**src/rtl/mips_pkg.sv**
```systemverilog
// rtl/mips_pkg.sv - shared MIPS memory-stage types and decode helpers
package mips_pkg;

  typedef enum logic [3:0] {
    MEM_NONE = 4'd0,
    MEM_LB   = 4'd1,
    MEM_LBU  = 4'd2,
    MEM_LH   = 4'd3,
    MEM_LHU  = 4'd4,
    MEM_LW   = 4'd5,
    MEM_LWL  = 4'd6,
    MEM_LWR  = 4'd7,
    MEM_SB   = 4'd8,
    MEM_SH   = 4'd9,
    MEM_SW   = 4'd10
  } mem_op_t;

  typedef enum logic [2:0] {
    ST_IDLE,
    ST_RD,
    ST_CAP,
    ST_WR,
    ST_DONE
  } mem_state_t;

  localparam logic [3:0] MEM_OP_MAX = 4'd10;

  function automatic logic is_misaligned(input mem_op_t op, input logic [1:0] k);
    case (op)
      MEM_LH, MEM_LHU, MEM_SH: return k[0];
      MEM_LW, MEM_SW:          return (k != 2'd0);
      default:                 return 1'b0;
    endcase
  endfunction

  function automatic logic is_store(input mem_op_t op);
    return (op == MEM_SB) || (op == MEM_SH) || (op == MEM_SW);
  endfunction

endpackage

```
**src/rtl/mem_lane_align.sv**
```systemverilog
// rtl/mem_lane_align.sv - little-endian lane extraction for loads and
// byte/halfword merge for read-modify-write stores
module mem_lane_align
  import mips_pkg::*;
(
  input  mem_op_t     op,
  input  logic [1:0]  k,
  input  logic [31:0] w,
  input  logic [31:0] rt,
  output logic [31:0] load_data,
  output logic [31:0] store_data
);

  logic [4:0]  sh_r;
  logic [4:0]  sh_l;
  logic [31:0] w_shr;

  // 8*(3-k) equals {~k,3'b000} for a 2-bit k
  assign sh_r  = {k, 3'b000};
  assign sh_l  = {~k, 3'b000};
  assign w_shr = w >> sh_r;

  always_comb begin
    load_data = w;
    case (op)
      MEM_LB:  load_data = {{24{w_shr[7]}}, w_shr[7:0]};
      MEM_LBU: load_data = {24'h0, w_shr[7:0]};
      MEM_LH:  load_data = {{16{w_shr[15]}}, w_shr[15:0]};
      MEM_LHU: load_data = {16'h0, w_shr[15:0]};
      MEM_LWL: load_data = (w << sh_l) | (rt & ~(32'hFFFF_FFFF << sh_l));
      MEM_LWR: load_data = w_shr | (rt & ~(32'hFFFF_FFFF >> sh_r));
      default: load_data = w;
    endcase
  end

  always_comb begin
    store_data = w;
    case (op)
      MEM_SB:  store_data = (w & ~(32'h0000_00FF << sh_r)) | ({24'h0, rt[7:0]} << sh_r);
      MEM_SH:  store_data = (w & ~(32'h0000_FFFF << sh_r)) | ({16'h0, rt[15:0]} << sh_r);
      MEM_SW:  store_data = rt;
      default: store_data = w;
    endcase
  end

endmodule

```
**src/rtl/harvard_mem_access.sv**
```systemverilog
// rtl/harvard_mem_access.sv - multicycle memory-access stage over a word-only
// data bus; sub-word stores are done as read-modify-write
module harvard_mem_access
  import mips_pkg::*;
(
  input  logic        clk,
  input  logic        reset,
  input  logic        enable,
  input  logic [3:0]  mem_op,
  input  logic [31:0] addr,
  input  logic [31:0] rt_data,
  input  logic [31:0] data_readdata,
  output logic [31:0] data_address,
  output logic        data_read,
  output logic        data_write,
  output logic [31:0] data_writedata,
  output logic [31:0] result,
  output logic        fault,
  output logic        done,
  output logic        busy
);

  mem_state_t  state_q, state_d;
  mem_op_t     op_q, op_d;
  logic [31:0] addr_q, addr_d;
  logic [31:0] rt_q, rt_d;
  logic [31:0] w_q, w_d;
  logic [31:0] result_q, result_d;
  logic        fault_q, fault_d;

  mem_op_t     in_op;
  logic        in_fault;
  logic [31:0] lane_w;
  logic [31:0] load_data;
  logic [31:0] store_data;

  assign in_op    = mem_op_t'(mem_op);
  assign in_fault = is_misaligned(in_op, addr[1:0]);
  // During CAP the word is still on the bus; use it so result lands at the end of CAP
  assign lane_w   = (state_q == ST_CAP) ? data_readdata : w_q;

  mem_lane_align u_lane (
    .op         (op_q),
    .k          (addr_q[1:0]),
    .w          (lane_w),
    .rt         (rt_q),
    .load_data  (load_data),
    .store_data (store_data)
  );

  always_comb begin
    state_d  = state_q;
    op_d     = op_q;
    addr_d   = addr_q;
    rt_d     = rt_q;
    w_d      = w_q;
    result_d = result_q;
    fault_d  = fault_q;
    case (state_q)
      ST_IDLE: begin
        if (enable) begin
          op_d    = in_op;
          addr_d  = addr;
          rt_d    = rt_data;
          fault_d = in_fault;
          // Undefined opcodes complete like MEM_NONE
          if (in_fault || in_op == MEM_NONE || mem_op > MEM_OP_MAX) state_d = ST_DONE;
          else if (in_op == MEM_SW)                                 state_d = ST_WR;
          else                                                      state_d = ST_RD;
        end
      end
      ST_RD:   state_d = ST_CAP;
      ST_CAP: begin
        w_d = data_readdata;
        if (is_store(op_q)) begin
          state_d = ST_WR;
        end else begin
          result_d = load_data;
          state_d  = ST_DONE;
        end
      end
      ST_WR:   state_d = ST_DONE;
      ST_DONE: state_d = ST_IDLE;
      default: state_d = ST_IDLE;
    endcase
  end

  always_ff @(posedge clk) begin
    if (reset) begin
      state_q  <= ST_IDLE;
      op_q     <= MEM_NONE;
      addr_q   <= 32'h0;
      rt_q     <= 32'h0;
      w_q      <= 32'h0;
      result_q <= 32'h0;
      fault_q  <= 1'b0;
    end else begin
      state_q  <= state_d;
      op_q     <= op_d;
      addr_q   <= addr_d;
      rt_q     <= rt_d;
      w_q      <= w_d;
      result_q <= result_d;
      fault_q  <= fault_d;
    end
  end

  assign data_read      = (state_q == ST_RD);
  assign data_write     = (state_q == ST_WR);
  assign data_address   = (data_read || data_write) ? {addr_q[31:2], 2'b00} : 32'h0;
  assign data_writedata = data_write ? store_data : 32'h0;
  assign result         = result_q;
  assign fault          = fault_q;
  assign done           = (state_q == ST_DONE);
  assign busy           = (state_q != ST_IDLE);

endmodule

```
**config.mk**
```make
export PLATFORM = sky130hd
export DESIGN_NAME = harvard_mem_access
export DESIGN_NICKNAME = d
export VERILOG_FILES = /design/src/rtl/mips_pkg.sv /design/src/rtl/mem_lane_align.sv /design/src/rtl/harvard_mem_access.sv
export SDC_FILE = /design/constraint.sdc
export NUM_CORES = 1
export LEC_CHECK = 0
export CAP_MARGIN = 40
export CORE_MARGIN = 2
export CORE_UTILIZATION = 55
export CTS_BUF_LIST = sky130_fd_sc_hd__clkbuf_8
export DETAILED_ROUTE_END_ITERATION = 7
export DONT_BUFFER_PORTS = 1
export HOLD_SLACK_MARGIN = 0.15
export PLACE_DENSITY_LB_ADDON = 0.05
export SKIP_CTS_REPAIR_TIMING = 1
export SLEW_MARGIN = 20
export SYNTH_ARGS = -nofsm -noshare
export SYNTH_HDL_FRONTEND = slang
export SYNTH_SLANG_ARGS = --single-unit
```
**constraint.sdc**
```tcl
create_clock -name clk -period 3.96 [get_ports clk]
set_input_delay 0.792 -clock clk [delete_from_list [all_inputs] [get_ports clk]]
set_output_delay 0.792 -clock clk [all_outputs]
set_load 0.01 [all_outputs]
```
==> impl_table.tex <==
\begin{tabular}{lr}
\hline
Metric & Value \\
\hline
\multicolumn{2}{l}{\textbf{Status}} \\
\quad Run status & finished, violations left \\
\quad Violated checks & design-rule violations \\
\multicolumn{2}{l}{\textbf{Finish}} \\
\quad Nets & 1115 \\
\quad Leading cell types in the layout, fill and taps excluded & sky130\_fd\_sc\_hd\_\_nand2\_1 (204), sky130\_fd\_sc\_hd\_\_dfxtp\_1 (136), sky130\_fd\_sc\_hd\_\_a21oi\_1 (93) \\
\quad Fraction of layout instances using a drive strength above 1 & 0.108 \\
\quad Commonest non-fill, non-tap cell in the layout & sky130\_fd\_sc\_hd\_\_nand2\_1 \\
\quad Final standard cell utilization of the core & 0.612 \\
\quad Count of placed standard cells in the final layout, fillers left out & $\sim$1200 \\
\quad Final Instance Area & 8960 µm² \\
\quad Area Growth Syn to Fin & 8.22\% \\
\multicolumn{2}{l}{\textbf{Critical path}} \\
\quad Type of origin of the critical path & flop \\
\quad Depth of the most critical reg-to-reg path & 7 \\
\quad Slack of the worst reg-to-reg path & 0.97 ns \\
\quad Worst setup path end & data\_writedata[19] \\
\quad Type of element capturing the critical path & primary output \\
\quad Data arrival at the endpoint of the critical path & a little under 3 ns \\
\quad Worst EP required & $\sim$3.2 ns \\
\quad List of cells traversed by the critical path & or3b\_1, nor2\_1, a22oi\_1, a221oi\_1, buf\_4 \\
\quad Crit path depth & 5 \\
\quad FF-to-FF End & result[30] \\
\quad Largest fanout of any net on the critical path & 15 \\
\quad Critical setup path kind & flop to primary output \\
\quad Top delay family on crit path & simple AND/OR/NAND/NOR gates \\
\quad Source of the worst register-to-register timing path & state\_q[1] \\
\quad CP max-delay cell & sky130\_fd\_sc\_hd\_\_or3b\_1 \\
\quad Largest stage delay, worst path & 0.60 ns \\
\quad Critical path buffers and inverters & 1 \\
\quad Launching element of the worst setup path & op\_q[3] \\
\multicolumn{2}{l}{\textbf{Timing}} \\
\quad Final-report max-slew violation count & 0 \\
\quad Final setup violation count & 0 \\
\quad RSZ-0062 raised after global routing & no \\
\quad Slew Limit Headroom & 0.416 \\
\quad Final critical delay including setup and external delays & 3.76 ns \\
\quad Slew at the pin closest to its max-slew limit & 0.876 ns \\
\quad Clock skew after layout & 0.0121 ns \\
\quad Worst Slack Setup Final & $\sim$0.2 ns \\
\quad Final total negative setup slack & 0 ns \\
\quad Final hold vios & 0 \\
\quad Max Fclk & 266 MHz \\
\quad Fin crit share & 0.950 \\
\multicolumn{2}{l}{\textbf{Floorplan}} \\
\quad Die span in y & 127 µm \\
\quad Cell row count & 44 \\
\quad I/O pin total & 204 \\
\quad Area of the core & 14600 µm² \\
\quad Effective utilization at floorplan & 0.565 \\
\quad Full die area & 16000 µm² \\
\quad Horizontal die dimension & 127 µm \\
\multicolumn{2}{l}{\textbf{Logic synthesis}} \\
\quad Top FF cell, synth & sky130\_fd\_sc\_hd\_\_dfxtp\_1 \\
\quad Async S/R FF share, synth & 0 \\
\quad Part of the Yosys area used for sequential elements & 0.329 \\
\quad Yosys warns & 0 \\
\quad Number of enable-type register cells in the synthesized netlist & 0 \\
\quad Count of unique library cells instantiated by Yosys & 65 \\
\quad Synth Cell Area & 8280 µm² \\
\quad Gate count after technology mapping & 1031 \\
\quad Post-synthesis area per instance & 8.03 µm² \\
\quad Synthesized flop and latch total & 136 \\
\multicolumn{2}{l}{\textbf{Detailed routing}} \\
\quad Routed length on met1 & between 10000 and 15000 µm \\
\quad Number of design rule violations left after detail routing & 4 \\
\quad Iteration count of the initial detailed-routing pass & 8 \\
\quad Total number of vias & 8462 \\
\quad Highest routed metal layer & met5 \\
\quad Met3 WL & 3800 µm \\
\quad Met2 WL post-DR & between 10000 and 15000 µm \\
\quad Antenna-violating nets left & 0 \\
\quad Overall routed net length & approximately 31000 µm \\
\quad Wire length per cell & approximately 26 µm \\
\quad Starting DRC count in detailed routing & between 1000 and 1500 \\
\quad Vias per cell & between 7 and 8 \\
\multicolumn{2}{l}{\textbf{Global routing}} \\
\quad Number of global-route vias before repair & 7946 \\
\quad Remaining Overflow, GRT & 0 \\
\quad Maximum number of pins on one net before global-route repair & 110 \\
\quad Combined global-route utilization of all metal layers & 0.384 \\
\quad Number of antenna violations at the first check in global routing & 2 \\
\quad Wire length of the first global-routing pass & roughly 47000 µm \\
\multicolumn{2}{l}{\textbf{Power}} \\
\quad Highest ir drop seen on vdd & 0.000285 V \\
\quad Power density over the cells & roughly 390 nW/µm² \\
\quad Static leakage & 3.38 nW \\
\multicolumn{2}{l}{\textbf{Clocking}} \\
\quad Max Buffers Root-to-Sink & 2 \\
\quad Cell at the root of the clock tree & sky130\_fd\_sc\_hd\_\_clkbuf\_8 \\
\quad Clock tree from TritonCTS & built \\
\quad H-tree levels & 4 \\
\quad Clock transition at path regs & 0.09 ns \\
\quad Sink count of the clock tree & 136 \\
\quad Worst-Skew Late Latency & 0.47 ns \\
\quad Number of buffers created by CTS & 17 \\
\multicolumn{2}{l}{\textbf{Job}} \\
\quad Max-cap check violation count & 0 \\
\multicolumn{2}{l}{\textbf{Placement}} \\
\quad Port Buffer Count & 0 \\
\quad Detailed placement HPWL & 22500 µm \\
\quad Post-placement worst setup slack & between 0.7 and 0.8 ns \\
\quad Number of cells in the design after placement & 1167 \\
\quad Placed instance area & 8510 µm² \\
\quad Gpl congestion & approximately 1.0 \\
\multicolumn{2}{l}{\textbf{Worst hold path}} \\
\quad Worst min path class & input pin to flop \\
\hline
\end{tabular}
-- sequential cells by signal, summed over array words and instances, names as in the netlist --
name	flops
state_q	3
op_q	4
fault	1
rt_q	32
result	32
w_q	32
addr_q	32
-- through the flow --
stage	hold WS [ns]	total power, W
after global placement	0.433	0.00228
after CTS	0.367	0.00348
after floorplan	0.432	0.00209
after detailed placement	0.438	0.00232
final	0.403	0.00351
after global routing	0.380	0.00362
-- how the worst min path moves through the flow --
stage / start / to / slack [ns] / cells past startpoint
2_1_floorplan: addr_q[10] / addr_q[10] / 0.43 / 2
3_3_place_gp: addr_q[6] / addr_q[6] / 0.43 / 2
3_5_place_dp: addr_q[21] / addr_q[21] / 0.44 / 2
4_1_cts: reset / w_q[25] / 0.37 / 1
5_1_grt: reset / w_q[27] / 0.38 / 1
6_report: reset / w_q[25] / 0.40 / 1
-- logic make-up (layout without fill, tap and decap cells) --
kind of cell / Yosys count / in the layout / share of synthesized area
muxes: 86 / 86 / 0.137
xor gates and xnor gates: 2 / 2 / 0.00212
buffers and inverters: 103 / 89 / 0.0511
DFF: 136 / 136 / 0.329
adders and majority gates: 6 / 6 / 0.00907
AOI/OAI and AO/OA: 312 / 312 / 0.263
other: 1 / 3 / 0.000453
and+or+nand+nor: 385 / 385 / 0.208
-- area by class of cell --
cell class,count,area (µm²)
clock buffers,17,234
repair buffers,45,410
clock inverters,14,163
fillers,1298,5690
diodes,1,2.50
inverters,13,48.8
flip-flops and latches,136,2720
multi-input cells,793,5140
well taps,184,230
-- where the power goes --
part           internal [W]  switching, W  leakage (nW)
logic              0.000258      0.000471          2.08
registers           0.00146      0.000130          1.11
clock network      0.000570      0.000619         0.188
total               0.00229       0.00122          3.38
-- routing by layer --
metal  vias to the layer above  GRT usage
li1                       3726          -
met1                      4013      0.493
met2                       607      0.586
met3                       114      0.117
met4                         2      0.202
met5                         -          0
-- synthesized netlist by cell type, types with 11 or more instances --
| cell type | count | area share |
|---|---|---|
| sky130_fd_sc_hd__a2bb2oi_1 | 24 | 0.025 |
| sky130_fd_sc_hd__a222oi_1 | 21 | 0.025 |
| sky130_fd_sc_hd__a31oi_1 | 20 | 0.015 |
| sky130_fd_sc_hd__nor2_1 | 83 | 0.038 |
| sky130_fd_sc_hd__o21ai_0 | 23 | 0.014 |
| sky130_fd_sc_hd__mux2_1 | 13 | 0.018 |
| sky130_fd_sc_hd__mux4_2 | 20 | 0.054 |
| sky130_fd_sc_hd__nand2_1 | 205 | 0.093 |
| sky130_fd_sc_hd__nand3b_1 | 11 | 0.010 |
| sky130_fd_sc_hd__inv_1 | 12 | 0.0054 |
| sky130_fd_sc_hd__mux2i_1 | 49 | 0.059 |
| sky130_fd_sc_hd__dfxtp_1 | 136 | 0.33 |
| sky130_fd_sc_hd__a22oi_1 | 30 | 0.027 |
| sky130_fd_sc_hd__a221oi_1 | 23 | 0.024 |
| sky130_fd_sc_hd__o221ai_1 | 16 | 0.017 |
| sky130_fd_sc_hd__clkbuf_1 | 68 | 0.031 |
| sky130_fd_sc_hd__a21oi_1 | 93 | 0.056 |
| sky130_fd_sc_hd__and2_1 | 34 | 0.026 |
-- worst reg2reg max path, cell delays in order, from the launching register on --
cell and delay (ns):
sky130_fd_sc_hd__dfxtp_1 0.45, sky130_fd_sc_hd__nor3b_2 0.28, sky130_fd_sc_hd__buf_12 0.24, sky130_fd_sc_hd__mux2i_1 0.63, sky130_fd_sc_hd__o22ai_1 0.23, sky130_fd_sc_hd__nor3_2 0.63
sky130_fd_sc_hd__buf_4 0.30, sky130_fd_sc_hd__a31oi_1 0.10
(Power assumes the default switching activity.)
==> RTL edit, RTL diff (same settings) <==
Remove the case item `MEM_SB` of the case on `op`.
--- a/src/rtl/mem_lane_align.sv
+++ b/src/rtl/mem_lane_align.sv
@@ -37,5 +37,4 @@
     store_data = w;
     case (op)
-      MEM_SB:  store_data = (w & ~(32'h0000_00FF << sh_r)) | ({24'h0, rt[7:0]} << sh_r);
       MEM_SH:  store_data = (w & ~(32'h0000_FFFF << sh_r)) | ({16'h0, rt[15:0]} << sh_r);
       MEM_SW:  store_data = rt;
Behaviour: not the same (Yosys sat finds a counterexample within 4 cycles, from zero or initial values and one cycle with reset high).
==> RTL edit against the original RTL <==
Wire length is 4.3% lower. Cell count is 6.2% lower. Total power is 2.2% lower. Final area is 3.3% lower. Sequential cell count stayed put. Global-route usage is 0.91 points lower. Worst setup slack better by 220 ps. Synthesized area is 2.7% lower. Critical path type unchanged. Critical endpoint is now data_writedata[17]. Largest cell class unchanged. Largest power group unchanged. Highest routed layer is now met4.
==> RTL edit: results (changes against the original RTL) <==
Setup path
  • Data arrival time of the critical path: 2750 ps (-220 ps)
  • Setup slack, reg-to-reg: 1250 ps (+280 ps)
  • Path depth of the worst reg2reg path: 6 (-1)
  • Setup crit end: data_writedata[17]
  • Critical path start-end classification: reg2out
  • FF-to-FF End: result[27]

Synthesis
  • Unique masters post-synth: 60 (-7.7%)
  • Seq/Total Area, Yosys: 0.338 (+0.00899)
  • Commonest cells in the netlist: nand2_1 (216), dfxtp_1 (136), a21oi_1 (84), nor2_1 (65), clkbuf_1 (51)
  • Average cell area after synthesis: 8.45 um2 (+5.3%)
  • Cell types with the largest area share after synthesis: dfxtp_1 (34%), nand2_1 (10%), mux4_2 (8.1%), a21oi_1 (5.2%), a222oi_1 (4.8%)

STA
  • Rel. slew slack: 0.377 (-0.0388)
  • Layout Skew: 11.4 ps (-0.730 ps)
  • Shortest period the worst path allows: 3540 ps (-223 ps)

Cells and area
  • Post-layout net count: 1,039 (-6.8%)
  • Fill cell total of the finished layout: 1,295 (-0.23%)
  • Antenna fix cells: 0 (-1)
  • Ratio of cells with drive above 1 in the final layout: 0.158 (+0.0496)

Routing
  • Sum of met2 wire segment lengths after detailed routing: 13,800 um (+0.35%)
  • Final wirelength: 30,100 um (-4.3%)
  • Average detailed-routed wire length per instance: 26.7 um (+2.0%)
  • Highest Signal Layer: met4
  • Met3 routed wirelength: 3250 um (-15%)
  • Wire length the detailed router placed on met1: 11,500 um (-5.2%)
  • Initial DRC count: 1,027 (-15%)
  • Detailed-router iteration count before antenna repair: 7 (-1)
  • Vias after detailed routing: 7,916 (-6.5%)

Power and ir drop
  • Leak Pwr: 3.05 nW (-9.6%)
  • Worst ir drop on vdd: 285 uV (about the same)

Global route
  • Pin count of the biggest net entering global routing: 129 (+17%)
  • Vias in the first global route: 7,715 (-2.9%)
  • First-pass GRT wire length: 45,600 um (-2.8%)
  • Antenna violations before repair: 0 (-2)
  • All-Layer GR Usage: 0.375 (-0.00914)
  • Routing usage on met3: 0.0941 (-0.0227)

Clock tree
  • Root Driver: clkbuf_8

Run status
  • Outcome: finished, final reports clean

Placed design
  • Placed cell count: 1,096 (-6.1%)
  • Total placed instance area: 8230 um2 (-3.3%)
  • DP HPWL: 21,300 um (-5.1%)
  • Pre-CTS setup slack: 903 ps (+156 ps)
  • Routability congestion estimate: 0.943 (-5.6%)

Worst hold path
  • Worst min-delay path endpoint: addr_q[12]
==> RTL edit: critical path, cell delays in order (launching register included) <==
cell	delay, ps
dfxtp_1	420
or3b_4	600
buf_12	270
mux2_2	340
a222oi_1	470
nor2_1	160
==> RTL edit: kinds of logic after synthesis <==
kind of cell | Yosys count | share of synthesized area
AND/OR/NAND/NOR | 403 | 0.228
AO/OA/AOI/OAI | 237 | 0.216
flip-flops | 136 | 0.338
buffers and inverters | 86 | 0.0508
multiplexers | 84 | 0.158
adder cells (fa/ha/maj) | 4 | 0.00621
XOR/XNOR | 2 | 0.00217
other | 1 | 0.000466
==> RTL edit: cell type report <==
type,count,area [um2],area share
multi-input combinational,732,4940,0.571
sequential,136,2720,0.314
timing repair buffer,36,305,0.0353
clock buffer,17,234,0.0270
tap,184,230,0.0266
clock inverter,15,191,0.0221
inverter,9,33.8,0.00390
==> RTL edit: where the power goes <==
group          total [mW]  internal (mW)  switching (mW)
logic               0.618          0.231           0.386
clock network        1.26          0.638           0.622
registers            1.55           1.45           0.104
